$ cat config.mk
export PLATFORM = sky130hd
export DESIGN_NAME = instruction_loader
export DESIGN_NICKNAME = d
export VERILOG_FILES = /design/src/rtl/instruction_loader.sv
export SDC_FILE = /design/constraint.sdc
export NUM_CORES = 1
export LEC_CHECK = 0
export ABC_AREA = 0
export CAP_MARGIN = 20
export CORE_ASPECT_RATIO = 0.7
export CORE_UTILIZATION = 30
export DETAILED_ROUTE_END_ITERATION = 7
export PLACE_DENSITY = 0.53
export REMOVE_ABC_BUFFERS = 1
export SETUP_SLACK_MARGIN = 0.3
export SYNTH_ARGS = -nofsm -noshare
export SYNTH_HDL_FRONTEND = slang
export SYNTH_SLANG_ARGS = --single-unit
$ cat constraint.sdc
create_clock -name i_clk -period 2.1 [get_ports i_clk]
set_input_delay 0.315 -clock i_clk [delete_from_list [all_inputs] [get_ports i_clk]]
set_output_delay 0.315 -clock i_clk [all_outputs]
set_load 0.03 [all_outputs]
$ cat src/rtl/instruction_loader.sv
// Instruction memory load sequencer: assembles little-endian words from the
// debug UART byte stream and strobes them into instruction memory.
module instruction_loader #(
    parameter int WORD_WIDTH_BITS = 32,
    parameter int BYTE_WIDTH      = 8,
    parameter int MEM_SIZE_WORDS  = 10,
    parameter logic [WORD_WIDTH_BITS-1:0] HALT_WORD = 32'hFFFF_FFFF,
    parameter int TIMEOUT_CYCLES  = 1000000,
    parameter int COUNT_WIDTH     = $clog2(MEM_SIZE_WORDS + 1)
) (
    input  logic                       i_clk,
    input  logic                       i_reset,
    input  logic                       i_start,
    input  logic [BYTE_WIDTH-1:0]      i_rx_data,
    input  logic                       i_rx_valid,
    input  logic                       i_mem_full,
    output logic                       o_clear,
    output logic                       o_inst_write,
    output logic [WORD_WIDTH_BITS-1:0] o_instruction,
    output logic                       o_busy,
    output logic                       o_done,
    output logic                       o_error,
    output logic [COUNT_WIDTH-1:0]     o_word_count
);

    localparam int BYTES = WORD_WIDTH_BITS / BYTE_WIDTH;
    localparam int BCW   = (BYTES > 1) ? $clog2(BYTES) : 1;
    localparam int TW    = $clog2(TIMEOUT_CYCLES + 1);

    localparam logic [BCW-1:0]         LAST_LANE = BCW'(BYTES - 1);
    localparam logic [TW-1:0]          TMO_MAX   = TW'(TIMEOUT_CYCLES);
    localparam logic [TW-1:0]          TMO_LAST  = TW'(TIMEOUT_CYCLES - 1);
    localparam logic [COUNT_WIDTH-1:0] CNT_MAX   = COUNT_WIDTH'(MEM_SIZE_WORDS);

    typedef enum logic [2:0] {
        S_IDLE,
        S_CLEAR,
        S_RECV,
        S_WRITE,
        S_DONE,
        S_ERROR
    } state_t;

    state_t                     state_q, state_d;
    logic [BCW-1:0]             byte_cnt_q, byte_cnt_d;
    logic [TW-1:0]              tmo_q, tmo_d;
    logic [WORD_WIDTH_BITS-1:0] asm_q, asm_d;
    logic [WORD_WIDTH_BITS-1:0] inst_q, inst_d;
    logic                       wr_q, wr_d;
    logic [COUNT_WIDTH-1:0]     cnt_q, cnt_d;

    always_ff @(posedge i_clk) begin
        if (i_reset) begin
            state_q    <= S_IDLE;
            byte_cnt_q <= '0;
            tmo_q      <= '0;
            asm_q      <= '0;
            inst_q     <= '0;
            wr_q       <= 1'b0;
            cnt_q      <= '0;
        end else begin
            state_q    <= state_d;
            byte_cnt_q <= byte_cnt_d;
            tmo_q      <= tmo_d;
            asm_q      <= asm_d;
            inst_q     <= inst_d;
            wr_q       <= wr_d;
            cnt_q      <= cnt_d;
        end
    end

    always_comb begin
        state_d    = state_q;
        byte_cnt_d = byte_cnt_q;
        tmo_d      = tmo_q;
        asm_d      = asm_q;
        inst_d     = inst_q;
        wr_d       = 1'b0;
        cnt_d      = cnt_q;
        unique case (state_q)
            S_IDLE: begin
                if (i_start) state_d = S_CLEAR;
            end
            S_CLEAR: begin
                byte_cnt_d = '0;
                tmo_d      = '0;
                asm_d      = '0;
                inst_d     = '0;
                cnt_d      = '0;
                state_d    = S_RECV;
            end
            S_RECV: begin
                if (i_rx_valid) begin
                    asm_d[int'(byte_cnt_q)*BYTE_WIDTH +: BYTE_WIDTH] = i_rx_data;
                    tmo_d = '0;
                    if (byte_cnt_q == LAST_LANE) begin
                        byte_cnt_d = '0;
                        state_d    = S_WRITE;
                        // Strobe is registered, so the full flag is sampled
                        // on the edge that enters WRITE.
                        if (!i_mem_full) begin
                            wr_d   = 1'b1;
                            inst_d = asm_d;
                            cnt_d  = cnt_q + 1'b1;
                        end
                    end else begin
                        byte_cnt_d = byte_cnt_q + 1'b1;
                    end
                end else if (byte_cnt_q != '0) begin
                    if (tmo_q != TMO_MAX) tmo_d = tmo_q + 1'b1;
                    if (tmo_q >= TMO_LAST) state_d = S_ERROR;
                end
            end
            S_WRITE: begin
                if (!wr_q) begin
                    state_d = S_ERROR;
                end else if (inst_q == HALT_WORD) begin
                    state_d = S_DONE;
                end else if (cnt_q == CNT_MAX) begin
                    state_d = S_ERROR;
                end else begin
                    state_d = S_RECV;
                end
            end
            S_DONE, S_ERROR: begin
                if (i_start) state_d = S_CLEAR;
            end
            default: state_d = S_IDLE;
        endcase
    end

    assign o_clear       = (state_q == S_CLEAR);
    assign o_inst_write  = wr_q;
    assign o_instruction = inst_q;
    assign o_busy        = (state_q == S_CLEAR) || (state_q == S_RECV) ||
                           (state_q == S_WRITE);
    assign o_done        = (state_q == S_DONE);
    assign o_error       = (state_q == S_ERROR);
    assign o_word_count  = cnt_q;

endmodule

==> impl_metrics.yaml, run 1 <==
floorplan:
  dieWidth_um: 151
  start_util: 0.311
  die_y_um: 106
  die-area_mm2: 0.0160
  core_mm2: 0.0149
  rows: 37
  ioPinCount: 54
cells_and_area:
  num-fill-cells: 1487
  drive_above_1_share: 0.173
  layout.nets: 706
  fin_util: 0.414
  antenna_cells: 0
  area_growth_pct: 33.2
  final_area_mm2: 0.00617
worst_setup_path:
  r2r-end: "tmo_q[1]$_SDFFE_PP0P_"
  crit_type: "register to register"
  cpPeakStageDelay_ns: 0.46
  critPathRequiredTime_ns: 2.36
  startpoint_type: "register"
  path_cells: "inv_2 > ha_4 > or4b_4 > nor4_4 > a21o_4 > buf_6 > nand3_2 > a21oi_1"
  crit_arrival_ns: 2.09
  path_delay_family: "simple AND/OR/NAND/NOR gates"
  worstPathMaxFanout: 4
  r2r_cells: 8
  r2r-start: "tmo_q[0]$_SDFFE_PP0P_"
  reg2reg_slack_ns: 0.28
  cp_slowest_cell: "or4b_4"
  endpoint_kind: "register"
  cp.buffers_inverters: 2
run_status:
  outcome: "complete, no violations"
synthesis:
  synthMuxAreaShare: 0.00432
  synth_top_area_cell: "dfxtp_1"
  yosys_register_bits: 94
  synth.yosys.seq_area_share: 0.406
  yosys.area.top_type_share: 0.406
  synth_top_family_by_area: "simple AND/OR/NAND/NOR gates"
  syn_area_per_cell_um2: 7.64
  syn_inst: 607
  synth-xor-area-share: 0.0246
  yosysWarnings: 0
  synthSimpleGateAreaFrac: 0.315
  synth_enable_flop_cells: 0
  dominantRegCellSynth: "dfxtp_1"
  synth_cell_types: 55
  synth_compound_area_frac: 0.181
  syn_area_mm2: 0.00463
  yosys.area_share.adder: 0.0270
  synthArstFlopShare: 0
  synth_area_leaders: "dfxtp_1, a21oi_1, nand2_1"
timing:
  finalMaxSlewViolations: 0
  fin_setup_tns_ns: 0
  relSlewSlack: 0.608
  setup_viol: 0
  finalCritPeriodShare: 0.868
  period_needed_ns: 1.82
  whs_ns: 0.445
  max_freq_mhz: 549
  hold_viol: 0
  max_slew.worst_pin.slew_ns: 0.588
  clock_skew_ns: 0.00674
  rsz0062_at_grt: "true"
cts:
  clk-insertion-delay-late_ns: 0.34
  clk_path_buf_depth: 2
  clk_pin_slew_ns: 0.07
  clock_sinks: 94
  cts_root_buf: "clkbuf_16"
  cts_hold_buffers: 0
  cts_tree: "yes"
  htreeDepth: 3
  cts_buffers: 9
grt:
  use_met2: 0.252
  grt_util_met1: 0.256
  grt_use_met3: 0.0399
  grt_usage: 0.176
  grt_pass1_vias: 4180
  grt_pass1_wl_um: 21800
  grt-ovfl-total: 0
  grt_max_degree: 50
  grt-busiest-layer: "met1"
  antenna_found_initial: 0
power:
  design_power_total_mw: 5.55
  leakagePower_nw: 2.13
  max-vdd-ir-drop_uv: 470
  cellPowerDensity_mw_per_mm2: 898
routing:
  wl_per_cell_um: 15.5
  vias_per_cell: 5.11
  dr.pass1.iters: 5
  drt_iter0_drc: 319
  via_count: 4510
  drc: 0
  postRouteWirelength_um: 13600
  detail-route-antenna-nets: 0
worst_hold_path:
  hold_path_class: "register to register"
  hold_end: "asm_q[29]$_SDFFE_PP0P_"
  worstHoldStart: "asm_q[29]$_SDFFE_PP0P_"
  hold_path_depth: 1
placement:
  placed_area_mm2: 0.00551
  portBuffers: 53
  dp_hpwl_um: 9450
  gp_congestion: 0.837
flow_run:
  cap_violations: 0
==> what timing repair did <==
action,in CTS,in global routing
buffers inserted,7,10
setup endpoints to repair,89,83
pin swaps,6,13
resized for setup,33,41
==> logic make-up after synthesis <==
| logic type | Yosys count |
|---|---|
| buffers and inverters | 46 |
| DFF | 94 |
| AOI/OAI and AO/OA | 142 |
| adders and majority gates | 10 |
| and+or+nand+nor | 300 |
| muxes | 2 |
| xor gates and xnor gates | 13 |
==> metrics by stage <==
| stage | std cells | setup WS [ns] |
|---|---|---|
| 6_report | 882 | 0.277 |
| 5_1_grt | 882 | 0.185 |
| 4_1_cts | 872 | 0.233 |
| 3_5_place_dp | 850 | -0.0199 |
| 3_3_place_gp | 850 | 0.0171 |
| 2_1_floorplan | 571 | -0.794 |
==> flip-flops by register name, indices dropped and copies added, names as in the netlist <==
register	count
asm_q	32
o_instruction	32
tmo_q	20
o_word_count	4
state_q	3
byte_cnt_q	2
o_inst_write	1
==> Yosys cell counts (2+ instances only) <==
master / count
a21o_1: 3
a21oi_1: 100
a21oi_2: 2
a22oi_1: 3
a31oi_1: 6
and3_1: 2
and4_1: 2
and4b_1: 2
buf_2: 6
buf_6: 2
clkbuf_1: 26
dfxtp_1: 94
ha_1: 10
inv_1: 8
inv_2: 2
mux2i_1: 2
nand2_1: 129
nand2b_1: 10
nand3_1: 15
nand3b_1: 4
nand4_1: 17
nor2_1: 55
nor2b_1: 34
nor3_1: 11
nor4_1: 3
nor4bb_1: 3
o211ai_1: 3
o21ai_1: 6
o2bb2ai_1: 5
or3_1: 6
xnor2_1: 2
xor2_1: 11
==> where the power goes <==
part / switching [mW] / internal (mW) / leakage, nW
Clock: 0.710 / 0.954 / 0.149
Combinational: 1.25 / 0.735 / 1.22
Sequential: 0.0670 / 1.83 / 0.763
Total: 2.03 / 3.52 / 2.13
==> worst reg2reg max path: stages (launching register included) <==
cell and delay (ns):
dfxtp_2 0.33, inv_2 0.07, ha_4 0.12, or4b_4 0.46, nor4_4 0.25, a21o_4 0.20, buf_6 0.11, nand3_2 0.07
a21oi_1 0.14
==> area by class of cell <==
type / instances / area [um2] / share of cell area
Sequential cell: 94 / 1900 / 0.308
Timing Repair Buffer: 101 / 940 / 0.152
Clock inverter: 5 / 57.6 / 0.00932
Tap cell: 195 / 244 / 0.0395
Clock buffer: 10 / 239 / 0.0387
Inverter: 10 / 40.0 / 0.00648
Multi-Input combinational cell: 467 / 2750 / 0.445
==> worst max-delay path by stage <==
| stage | from | end | slack (ns) | cells after the start |
|---|---|---|---|---|
| after CTS | byte_cnt_q[1]$_SDFFE_PP0P_ | tmo_q[4]$_SDFFE_PP0P_ | 0.23 | 8 |
| final | tmo_q[0]$_SDFFE_PP0P_ | tmo_q[1]$_SDFFE_PP0P_ | 0.28 | 8 |
| after floorplan | state_q[1]$_SDFFE_PP0P_ | o_word_count[1]$_SDFFE_PP0P_ | -0.79 | 5 |
| after global placement | i_rx_valid | tmo_q[7]$_SDFFE_PP0P_ | 0.02 | 6 |
| after global routing | tmo_q[1]$_SDFFE_PP0P_ | tmo_q[1]$_SDFFE_PP0P_ | 0.19 | 8 |
| after detailed placement | i_rx_valid | tmo_q[7]$_SDFFE_PP0P_ | -0.02 | 6 |
==> per-layer routing <==
layer	routed length (um)	part of all wire
met1	7000	0.51
met2	5670	0.42
met3	763	0.056
met4	191	0.014
met5	0	0
==> cells in the final DEF (no fill, tap or decap), types with 3 or more instances in the layout <==
cell,Yosys,layout
a21o_1,3,3
a21oi_1,100,99
a31oi_1,6,6
buf_4,1,38
buf_6,2,9
clkbuf_16,0,9
clkdlybuf4s50_1,0,44
dfxtp_1,94,84
dfxtp_2,0,6
dfxtp_4,0,4
dlygate4sd2_1,0,3
ha_1,10,5
ha_4,0,4
inv_1,8,4
inv_2,2,5
nand2_1,129,128
nand2b_1,10,9
nand3_1,15,14
nand3b_1,4,4
nand4_1,17,17
nor2_1,55,53
nor2b_1,34,32
nor3_1,11,8
nor3_2,0,3
nor4_1,3,3
nor4bb_4,0,3
o211ai_1,3,3
o21ai_1,6,3
o2bb2ai_1,5,5
or3_1,6,6
xor2_1,11,11
(Power assumes the default switching activity.)
==> inputs of run 2 (changes only) <==
Settings changed: GPL_TIMING_DRIVEN set to 0, SLEW_MARGIN set to 20.
==> impl_metrics.yaml, run 2 (same netlist as run 1, synthesis figures left out) <==
run_status:
  outcome: "complete, no violations"
cts:
  cts_root_buf: "clkbuf_16"
  clk_pin_slew_ns: 0.07
  cts_buffers: 9
  clock_sinks: 94
  clk-insertion-delay-late_ns: 0.35
  clk_path_buf_depth: 2
  cts_tree: "yes"
  htreeDepth: 3
cells_and_area:
  final_common_cell: "nand2_1"
  layout.nets: 709
  antenna_cells: 0
  drive_above_1_share: 0.304
  area_growth_pct: 43.4
  fin_util: 0.446
  final_cell_mix: "nand2_1, dfxtp_1, a21oi_2"
  finalNonFillerCells: 886
grt:
  antenna_found_initial: 0
  grt_max_degree: 62
  grt-ovfl-total: 0
  grt_pass1_wl_um: 22400
  grt_usage: 0.181
  grt_pass1_vias: 4308
floorplan:
  start_util: 0.311
  die_y_um: 106
  dieWidth_um: 151
  ioPinCount: 54
  core_mm2: 0.0149
  rows: 37
  die-area_mm2: 0.0160
power:
  cellPowerDensity_mw_per_mm2: 869
  combPwrFrac: 0.402
  p_seq_frac: 0.327
  clock_power_share: 0.270
  leakagePower_nw: 2.23
  p_int_mw: 3.57
  p_switching_mw: 2.20
  design_power_total_mw: 5.77
  swShare: 0.381
  max-vdd-ir-drop_uv: 497
timing:
  relSlewSlack: 0.604
  clock_skew_ns: 0.00685
  hold_viol: 0
  finalCritPeriodShare: 0.920
  max_freq_mhz: 518
  finalWorstSetupSlack_ns: 0.168
  period_needed_ns: 1.93
  whs_ns: 0.356
  setup_viol: 0
  rsz0062_at_grt: "true"
  max_slew.worst_pin.slew_ns: 0.589
  finalMaxSlewViolations: 0
worst_setup_path:
  cp_common_cell: "a21oi_2"
  crit_type: "register to register"
  crit_arrival_ns: 2.21
  startpoint_type: "register"
  endpoint_kind: "register"
  path_delay_family: "simple AND/OR/NAND/NOR gates"
  r2r-start: "byte_cnt_q[1]$_SDFFE_PP0P_"
  cp.buffers_inverters: 2
  startpoint: "byte_cnt_q[1]$_SDFFE_PP0P_"
  cp_slowest_cell: "dfxtp_4"
  path_cells: "clkinvlp_4 > ha_4 > nor4bb_4 > buf_6 > a21oi_2 > nor2_2 > nand2_1 > a21oi_2"
  cpPeakStageDelay_ns: 0.39
  worstPathMaxFanout: 7
  critPathRequiredTime_ns: 2.38
placement:
  dp_hpwl_um: 9280
  portBuffers: 53
  gp_congestion: 0.813
  dp_cells: 825
  place_ws_ns: -1.23
routing:
  drt_iter0_drc: 241
  dr.pass1.iters: 5
  postRouteWirelength_um: 14700
  drc: 0
  detail-route-antenna-nets: 0
  via_count: 4660
  vias_per_cell: 5.26
  wl_per_cell_um: 16.6
worst_hold_path:
  hold_path_class: "input port to register"
  worstHoldStart: "i_reset"
flow_run:
  cap_violations: 0
run 2: final timing paths:
path / end / depth (start not counted) / slack [ns]
worst min register to register: asm_q[29]$_SDFFE_PP0P_ / 1 / 0.45
worst max register to register: asm_q[24]$_SDFFE_PP0P_ / 8 / 0.17
worst max-delay path: asm_q[24]$_SDFFE_PP0P_ / 8 / 0.17
worst min-delay path: o_instruction[9]$_SDFFE_PP0P_ / 2 / 0.36
run 2: cell type report:
class	count	area, um2
multi-input combinational	468	3150
inverter	10	47.5
clock inverter	5	33.8
tap	195	244
timing repair buffer	103	1010
fill	1471	8260
clock buffer	11	243
sequential	94	1910
run 2: per-stage QoR:
| stage | TNS [ns] | cell area [um2] |
|---|---|---|
| after CTS | 0 | 6010 |
| after global placement | -157.66 | 5250 |
| after global routing | 0 | 6640 |
| final | 0 | 6640 |
| after floorplan | -22.85 | 4470 |
| after detailed placement | -43.47 | 5410 |
run 2: power groups by stage:
stage	Sequential (mW)	Clock (mW)	Combinational (mW)
finish	1.89	1.56	2.32
global route	1.89	1.67	2.47
CTS	1.91	1.60	1.94
detailed placement	1.94	0	1.68
global placement	1.94	0	1.37
floorplan	1.94	0	0.836
run 2: routing by layer:
| metal | vias up | wire length, um | GRT usage |
|---|---|---|---|
| met4 | 0 | 260 | 0.0563 |
| met2 | 122 | 6630 | 0.267 |
| met1 | 2278 | 7110 | 0.257 |
| met5 | - | 0 | 0 |
| met3 | 20 | 740 | 0.0408 |
| li1 | 2240 | - | - |
run 2: what timing repair did:
action,CTS,global route
buffers inserted,22,22
cloned,0,1
endpoints found under the hold margin,0,0
hold buffers,0,0
endpoints found under the setup margin,99,95
gates resized for setup,61,124
pin swaps,9,112
==> inputs of run 3 (changes only) <==
Settings changed: GPL_TIMING_DRIVEN 0 to not set.
==> results of run 3 <==
Final layout, timing and power as in run 1 (identical DEF).
